$ cat src/rtl/xge_channel_emu_if.sv
// xge_channel_emu_if: MAC-side word stream entering and leaving the channel emulator.
interface xge_channel_emu_if #(
    parameter int DATA_W = 64,
    parameter int CTRL_W = 8
);
    logic [DATA_W-1:0] rxd_i;
    logic [CTRL_W-1:0] rxc_i;
    logic [DATA_W-1:0] txd_o;
    logic [CTRL_W-1:0] txc_o;

    // Stream endpoint (MAC model): drives ingress words, observes egress words.
    modport master (output rxd_i, output rxc_i, input txd_o, input txc_o);
    // Channel: consumes ingress words, produces delayed egress words.
    modport slave (input rxd_i, input rxc_i, output txd_o, output txc_o);
endinterface

$ cat src/rtl/xge_channel_emu.sv
// xge_channel_emu: one direction of a PHY-side link with a run-time adjustable delay.
// Delay changes are applied only across an idle gap long enough that no frame word
// is dropped or repeated. Also provides link-down forcing and egress frame counting.
// Optional single-bit error injection is built when CHANNEL_ERR_INJ_EN is defined.
module xge_channel_emu #(
    parameter int          DATA_W     = 64,
    parameter int          CTRL_W     = 8,
    parameter int          ADDR_W     = 5,
    parameter int          MAX_DELAY  = 31,
    parameter int          INIT_DELAY = 8,
    parameter logic [63:0] IDLE_D     = 64'h0707070707070707,
    parameter logic [7:0]  IDLE_C     = 8'hFF
) (
    input  logic                clk,
    input  logic                rst,
    xge_channel_emu_if.slave    bus,
    input  logic [ADDR_W-1:0]   delay_i,
    input  logic                delay_wr_i,
    output logic [ADDR_W-1:0]   delay_o,
    output logic                delay_pend_o,
    input  logic                link_up_i,
    output logic [31:0]         frame_cnt_o,
    input  logic                err_inj_i,
    output logic                err_inj_done_o
);
    localparam int                 DEPTH     = 1 << ADDR_W;
    localparam int                 WORD_W    = CTRL_W + DATA_W;
    localparam logic [WORD_W-1:0]  IDLE_WORD = {IDLE_C[CTRL_W-1:0], IDLE_D[DATA_W-1:0]};
    localparam logic [ADDR_W-1:0]  MAX_D     = ADDR_W'(MAX_DELAY);
    localparam logic [ADDR_W-1:0]  INIT_D    = ADDR_W'(INIT_DELAY);

    logic [WORD_W-1:0] r_mem [DEPTH];
    logic [ADDR_W-1:0] r_wr_ptr;
    logic [ADDR_W-1:0] r_delay;
    logic [ADDR_W-1:0] r_pend_delay;
    logic              r_pend;
    logic [ADDR_W:0]   r_idle_run;
    logic [31:0]       r_frame_cnt;
    logic              r_prev_idle;

    logic [WORD_W-1:0] w_in_word;
    logic              w_in_idle;
    logic [ADDR_W-1:0] w_rd_addr;
    logic [WORD_W-1:0] w_link_word;
    logic              w_out_idle;
    logic              w_delay_ok;
    logic [ADDR_W-1:0] w_need;
    logic              w_apply;

    assign w_in_word  = {bus.rxc_i, bus.rxd_i};
    assign w_in_idle  = (w_in_word == IDLE_WORD);
    assign w_rd_addr  = r_wr_ptr - r_delay;
    assign w_out_idle = (w_link_word == IDLE_WORD);

    // A new delay is only safe once the idle gap covers both the old and new latency.
    assign w_delay_ok = delay_wr_i && (delay_i <= MAX_D);
    assign w_need     = (r_delay > r_pend_delay) ? r_delay : r_pend_delay;
    assign w_apply    = r_pend && (r_idle_run >= {1'b0, w_need});

    // Circular buffer: store every ingress word, advance the write pointer each cycle.
    always_ff @(posedge clk) begin
        // NOTE: sequential state uses <= so every register samples pre-edge values.
        if (rst) begin
            // NOTE: the buffer is cleared to idle so no pre-reset word can reach the output.
            for (int i = 0; i < DEPTH; i++) begin
                r_mem[i] <= IDLE_WORD;
            end
            r_wr_ptr <= '0;
        end else begin
            r_mem[r_wr_ptr] <= w_in_word;
            r_wr_ptr        <= r_wr_ptr + ADDR_W'(1);
        end
    end

    // Count consecutive idle ingress words, saturating at all-ones.
    always_ff @(posedge clk) begin
        if (rst || !w_in_idle) begin
            r_idle_run <= '0;
        end else if (r_idle_run != '1) begin
            r_idle_run <= r_idle_run + (ADDR_W + 1)'(1);
        end
    end

    // Pend legal delay writes; apply the pending delay once the idle gap is long enough.
    always_ff @(posedge clk) begin
        if (rst) begin
            r_delay      <= INIT_D;
            r_pend_delay <= '0;
            r_pend       <= 1'b0;
        end else if (w_delay_ok) begin
            r_pend_delay <= delay_i;
            r_pend       <= 1'b1;
        end else if (w_apply) begin
            r_delay <= r_pend_delay;
            r_pend  <= 1'b0;
        end
    end

    // Select the egress word: bypass at zero delay, buffer otherwise, idle when link is down.
    always_comb begin
        // NOTE: assigning a default first keeps this block purely combinational (no latch).
        w_link_word = IDLE_WORD;
        if (link_up_i) begin
            if (r_delay == '0) begin
                w_link_word = w_in_word;
            end else begin
                w_link_word = r_mem[w_rd_addr];
            end
        end
    end

    // Count egress idle-to-non-idle transitions as seen after link forcing.
    always_ff @(posedge clk) begin
        if (rst) begin
            r_frame_cnt <= '0;
            r_prev_idle <= 1'b1;
        end else begin
            r_prev_idle <= w_out_idle;
            if (r_prev_idle && !w_out_idle) begin
                r_frame_cnt <= r_frame_cnt + 32'd1;
            end
        end
    end

`ifdef CHANNEL_ERR_INJ_EN
    logic r_err_inj_d;
    logic r_armed;
    logic w_inj_hit;

    // Corrupt the first all-data egress word after arming.
    assign w_inj_hit = r_armed && (w_link_word[WORD_W-1 -: CTRL_W] == '0);

    // Arm on a rising edge of err_inj_i; disarm on the cycle the flip happens.
    always_ff @(posedge clk) begin
        r_err_inj_d <= err_inj_i;
        if (rst || w_inj_hit) begin
            r_armed <= 1'b0;
        end else if (err_inj_i && !r_err_inj_d) begin
            r_armed <= 1'b1;
        end
    end

    assign bus.txd_o      = w_link_word[DATA_W-1:0] ^ {{(DATA_W-1){1'b0}}, w_inj_hit};
    assign err_inj_done_o = w_inj_hit;
`else
    logic w_unused_err_inj;

    assign w_unused_err_inj = err_inj_i;
    assign bus.txd_o        = w_link_word[DATA_W-1:0];
    assign err_inj_done_o   = 1'b0;
`endif

    assign bus.txc_o    = w_link_word[WORD_W-1 -: CTRL_W];
    assign delay_o      = r_delay;
    assign delay_pend_o = r_pend;
    assign frame_cnt_o  = r_frame_cnt;
endmodule

$ cat src/flat_wrapper.sv
// flat-port wrapper written by rule: the top's interface ports become plain ports
module xge_channel_emu_flat 
#(
    parameter int          DATA_W     = 64,
    parameter int          CTRL_W     = 8,
    parameter int          ADDR_W     = 5,
    parameter int          MAX_DELAY  = 31,
    parameter int          INIT_DELAY = 8,
    parameter logic [63:0] IDLE_D     = 64'h0707070707070707,
    parameter logic [7:0]  IDLE_C     = 8'hFF
)
  (clk, rst, delay_i, delay_wr_i, delay_o, delay_pend_o, link_up_i, frame_cnt_o, err_inj_i, err_inj_done_o, bus_rxd_i, bus_rxc_i, bus_txd_o, bus_txc_o);
  xge_channel_emu_if #(.DATA_W(DATA_W), .CTRL_W(CTRL_W)) bus_i ();
  input  logic clk;
  input  logic rst;
  input  logic [ADDR_W-1:0] delay_i;
  input  logic delay_wr_i;
  output logic [ADDR_W-1:0] delay_o;
  output logic delay_pend_o;
  input  logic link_up_i;
  output logic [31:0] frame_cnt_o;
  input  logic err_inj_i;
  output logic err_inj_done_o;
  input wire logic [$bits(bus_i.rxd_i)-1:0] bus_rxd_i;
  input wire logic [$bits(bus_i.rxc_i)-1:0] bus_rxc_i;
  output wire logic [$bits(bus_i.txd_o)-1:0] bus_txd_o;
  output wire logic [$bits(bus_i.txc_o)-1:0] bus_txc_o;
  assign bus_i.rxd_i = bus_rxd_i;
  assign bus_i.rxc_i = bus_rxc_i;
  assign bus_txd_o = bus_i.txd_o;
  assign bus_txc_o = bus_i.txc_o;
  xge_channel_emu #(.DATA_W(DATA_W), .CTRL_W(CTRL_W), .ADDR_W(ADDR_W), .MAX_DELAY(MAX_DELAY), .INIT_DELAY(INIT_DELAY), .IDLE_D(IDLE_D), .IDLE_C(IDLE_C)) u_core (.clk(clk), .rst(rst), .bus(bus_i), .delay_i(delay_i), .delay_wr_i(delay_wr_i), .delay_o(delay_o), .delay_pend_o(delay_pend_o), .link_up_i(link_up_i), .frame_cnt_o(frame_cnt_o), .err_inj_i(err_inj_i), .err_inj_done_o(err_inj_done_o));
endmodule
$ cat config.mk
export PLATFORM = sky130hd
export DESIGN_NAME = xge_channel_emu_flat
export DESIGN_NICKNAME = d
export VERILOG_FILES = /design/src/rtl/xge_channel_emu_if.sv /design/src/rtl/xge_channel_emu.sv /design/src/flat_wrapper.sv
export SDC_FILE = /design/constraint.sdc
export NUM_CORES = 2
export LEC_CHECK = 0
export ABC_AREA = 1
export CAP_MARGIN = 20
export CELL_PAD_IN_SITES_DETAIL_PLACEMENT = 0
export CELL_PAD_IN_SITES_GLOBAL_PLACEMENT = 1
export CORE_ASPECT_RATIO = 0.6
export CORE_MARGIN = 2
export CORE_UTILIZATION = 25
export CTS_BUF_LIST = sky130_fd_sc_hd__clkbuf_4 sky130_fd_sc_hd__clkbuf_8 sky130_fd_sc_hd__clkbuf_16
export DETAILED_ROUTE_END_ITERATION = 10
export GPL_ROUTABILITY_DRIVEN = 0
export MAX_ROUTING_LAYER = met4
export PLACE_DENSITY_LB_ADDON = 0.08
export REMOVE_ABC_BUFFERS = 1
export SLEW_MARGIN = 15
export SYNTH_ARGS = -nofsm -noshare
export SYNTH_HDL_FRONTEND = slang
export SYNTH_SLANG_ARGS = --single-unit
$ cat constraint.sdc
create_clock -name clk -period 6.1 [get_ports clk]
set_clock_uncertainty 0.1 [all_clocks]
set_input_delay 0.61 -clock clk [delete_from_list [all_inputs] [get_ports clk]]
set_output_delay 0.61 -clock clk [all_outputs]
set_load 0.05 [all_outputs]
Word level (Yosys, flattened, before mapping)
Memories as Yosys holds them, arrays and structs flattened.
Index checks and enable logic that the tools add are counted.
Cells by class
  eq/ne operators: 3
  mux-type cells: 11
  divide/modulo/power cells: 0
  bitwise operators: 1
  multiply operators: 0
  $add $sub $neg: 4
  shifts and indexed selects: 0
  $lt $le $gt $ge: 3
  reduce and logical (&&, ||, !) cells: 10
Operator list (number)
  $mux 72: 3
  $eq 72x72->1 const B: 2
  $reduce_or 72->1: 1
  $add 32x1->32 const B: 1
  $mux 5: 2
  $add 6x1->6 const B: 1
  $ge 6x5->1: 1
  $mux 1: 6
  $ne 6x6->1 const B: 1
  $add 5x1->5 const B: 1
  $gt 5x5->1: 1
  $le 5x5->1 const B: 1
  $logic_not 5->1: 1
  $sub 5x5->5: 1
  $logic_and 1x1->1: 3
  $logic_not 1->1: 2
  $reduce_and 2->1: 1
  $reduce_bool 2->1: 1
  $logic_or 1x1->1: 1
  $not 1->1: 1
Storage, ports and cells
  memories kept: 1
  output and inout bits: 111
  word-level logic and storage cells: 40
  bits in latches: 0
  bits in registers: 55
  memory bits (writable): 2304
  bits of input ports: 82
  memory bits (read-only): 0
Memories
  u_core.r_mem: depth 32, width 72, read ports 1, clocked after memory_dff 0, wr ports 32, line xge_channel_emu.sv:32  | logic [WORD_W-1:0] r_mem [DEPTH];

Depth between registers and ports, before layout
An unclocked memory read counts as a cell.
  word-level depth: 7
  depth in mapped cells: 28
  gate-level depth less buffers: 23

Worst setup path before layout
No wires, ideal clock.
  path kind: register to register
  from: reg u_core.r_wr_ptr[1]
  to: mem u_core.r_mem[5][0] (netlist name), enable pin
  clock period less this slack: 6.560 ns
  cell stages (with the launch flop): 5
  path buffers: 0
  setup time: 0.602 ns
  slack: -0.460 ns
  data arrival time: 5.859 ns
  cell sequence: dfxtp_1 inv_1 ha_1 inv_1 o21ai_0
RTL lines
  from (decl): line xge_channel_emu.sv:33  | logic [ADDR_W-1:0] r_wr_ptr;
  from (signal assigned): line xge_channel_emu.sv:71  | r_wr_ptr <= r_wr_ptr + ADDR_W'(1);
  to (decl): line xge_channel_emu.sv:32

Final worst setup path
  from: reg u_core.r_wr_ptr[0]
  to: out bus_txd_o[46]
Between the ends
  cells in the longest elaborated chain, start to end: 4
RTL lines
  $sub 5x5->5: line xge_channel_emu.sv:52  | assign w_rd_addr = r_wr_ptr - r_delay;
  $mem_v2 32x72
  $mux 72: line xge_channel_emu.sv:104  | if (r_delay == '0) begin
  $mux 72: line xge_channel_emu.sv:103  | if (link_up_i) begin
  to (decl): line flat_wrapper.sv:26  | output wire logic [$bits(bus_i.txd_o)-1:0] bus_txd_o;
Every way passes these cells.

==> impl_metrics.tcl <==
set metrics [dict create \
    cts_made_buffers 275 \
    min_path_type "input port to flop" \
    post_drt_wl_per_cell_um 29.1 \
    cts_tree "yes" \
    critPathKind "flop to output pin" \
    drv_slew 0 \
    drc 0 \
    cts.sinks 2359 \
    clock_latency_ns 0.92 \
    crit_top_cell "buf_12" \
    start_util_pct 25.1 \
    dr.pass1.iters 8 \
    netlist_area_mm2 0.110 \
    rsz0062_at_grt "yes" \
    vias 87900 \
    crit_path_max_incr_delay_ns 0.81 \
    post-dp-hpwl_um 298000 \
    hold_viol_final 0 \
    seqCellArea_mm2 0.0703 \
    finalCritPeriodShare_pct 99.2 \
    die_x_um 859 \
    met1_usage_pct 36.9 \
    synthCells 12100 \
    rows 188 \
    p_leak_nw 47.9 \
    clockBufferDepth 4 \
    timing.rr.start "u_core.r_wr_ptr[0]" \
    clkTransAtPathRegs_ns 0.06 \
    antenna_found_initial 42 \
    yosys.area.top_type "edfxtp_1" \
    syn_to_final_growth_pct 17.6 \
    use_met3_pct 3.09 \
    ant_nets 0 \
    grt_pass1_wl_um 720000 \
    min_path_cells 3 \
    power.total_mw 44.3 \
    worst_pin_slew_ns 1.39 \
    synth.area.top_cells "edfxtp_1, nand2_1, nor2_1, nand3_1, clkbuf_1" \
    totalWireLength_um 526000 \
    synth-edff-count 2304 \
    max_slew_margin_pct 7.62 \
    async_flop_share_pct 0 \
    crit_path_end "bus_txd_o[46]" \
    critical_path.startpoint "u_core.r_wr_ptr[0]" \
    slowest_stage "fa_4" \
    fin_area_mm2 0.129 \
    htree_levels 5 \
    grt_pass1_vias 84000 \
    end_kind "output pin" \
    p_per_area_mw_per_mm2 343 \
    reg2regPathDepth 28 \
    worstPathArrival_ns 5.34 \
    clockRootBuffer "clkbuf_16" \
    place_area_mm2 0.120 \
    fin_nets 12100 \
    place.port_buffers 190 \
    fmax_mhz 165 \
    die_y_um 517 \
    crit_path_cell_trace "inv_1 -> ha_4 -> fa_4 -> buf_12 -> clkinv_16 -> buf_12 -> buf_12 -> nand3_1 -> a21oi_1 -> o21ai_0 -> buf_4 -> nand3_1 -> nand3_1 -> nand2_1 -> buf_4 -> inv_1 -> buf_12" \
    synth.avg_cell_area_um2 9.05 \
    r2r_slack_ns 0.24 \
    synth.top_cell.area_share_pct 63.1 \
    drtIter0Drc 10400 \
    ys_ff_latch 2359 \
    setup_tns_ns 0 \
    grt_util_met2_pct 33.1 \
    crit_path_start_kind "flop" \
    drv_cap 0 \
    grt.busiest_layer "met1" \
    coreArea_mm2 0.437 \
    fin_crit_ns 6.05 \
    r2r-end "u_core.frame_cnt_o[1]" \
    ys.flop_type "edfxtp_1" \
    grt_usage_pct 23.8 \
    setup_viol 0 \
    dieArea_mm2 0.444 \
    drive_gt1_share_pct 8.47 \
    viasPerCell 4.87 \
    multiInputGateArea_mm2 0.0345 \
    cp_max_fo 62 \
    ys_seq_area_share_pct 64.1 \
    ys_types 36 \
    grt_overflow 0 \
    synth_commonest_cells "nand2_1, edfxtp_1, nor2_1" \
    nFillCells 45700 \
    cp_data_required_time_ns 5.39 \
    synth_most_common_cell "nand2_1" \
    peakVddDrop_uv 211 \
    status "completed" \
    ys_warn_count 0 \
    holdBufCountCts 0 \
    io_pins 193 \
    grt_max_degree 148 \
]
[state kept, by name, summed over array words and instances, names as in the netlist]
signal	cells
u_core.r_mem	2304
u_core.frame_cnt_o	32
u_core.r_idle_run	6
u_core.delay_o	5
u_core.r_pend_delay	5
u_core.r_wr_ptr	5
u_core.delay_pend_o	1
u_core.r_prev_idle	1
[layout make-up]
type                       instances  share of cell area (%)
antenna                            8                  0.0155
clock buffer                     365                    6.03
clock inverter                   109                   0.551
inverter                         402                    1.23
multi-input combinational       8389                    26.8
sequential                      2359                    54.5
tap                             5795                    5.62
timing repair buffer             614                    5.29
[stage by stage]
stage,setup slack [ns],hold WS (ns),utilization (%),instances
after floorplan,-89.75,0.344,-,11200
after CTS,0.00632,0.134,29.5,18000
after global routing,-0.0546,0.195,29.5,18000
after detailed placement,0.0574,0.377,27.5,17600
final,0.0513,0.231,29.5,18000
after global placement,0.0466,0.365,27.5,17500
[report_power, final]
group          leakage, nW  switching (mW)  internal, mW
sequential            20.8           0.110          18.2
combinational         22.9            7.07          2.48
clock                 4.25            7.20          9.26
total                 47.9            14.4          29.9
[worst min-delay path by stage]
stage                             from                      to
floorplan           u_core.r_wr_ptr[0]      u_core.r_wr_ptr[0]
global placement    u_core.r_wr_ptr[0]      u_core.r_wr_ptr[0]
detailed placement  u_core.r_wr_ptr[0]      u_core.r_wr_ptr[0]
CTS                         delay_i[0]  u_core.r_pend_delay[0]
global route                delay_i[0]  u_core.r_pend_delay[0]
finish                      delay_i[0]  u_core.r_pend_delay[0]
[critical path: cells and delay by family (launching register included)]
kind | cells | cell delay, ns
flops | 1 | 0.40
fa+ha+maj | 2 | 0.99
simple gates | 4 | 0.76
compound gates | 2 | 0.34
buf+inv | 9 | 1.66
[cell families after synthesis]
kind of cell | after synthesis | synth area share (%)
buffers and inverters | 1373 | 5.02
and+or+nand+nor | 7814 | 28.1
adders and majority gates | 21 | 0.246
other | 1 | 0.00342
AOI/OAI and AO/OA | 548 | 2.55
xor gates and xnor gates | 5 | 0.0468
DFF | 2359 | 64.1
[cell usage in the layout (no fill, tap or decap), drive strengths merged, types with 55 or more instances in the layout]
cell type	instances
clkinv	120
inv	379
nand3	1051
clkbuf	365
buf	496
clkdlybuf4s50	117
o21ai	345
a21oi	180
edfxtp	2304
nand2	4809
nor2	1893
dfxtp	55
[timing repair]
action                                  CTS  global route
pin swaps                                 1             1
buffers inserted                          1             1
gates resized for setup                   4             5
hold endpoints to repair                  0             0
endpoints found under the setup margin    9            43
[layer usage]
metal  wire [um]  vias to the layer above  part of all wire [%]
met3       35100                      497                   6.7
met4        9050                        0                   1.7
li1            -                    39300                     -
met2      215000                     3157                    41
met5           0                        -                     0
met1      267000                    44900                    51
(Power assumes the default switching activity.)
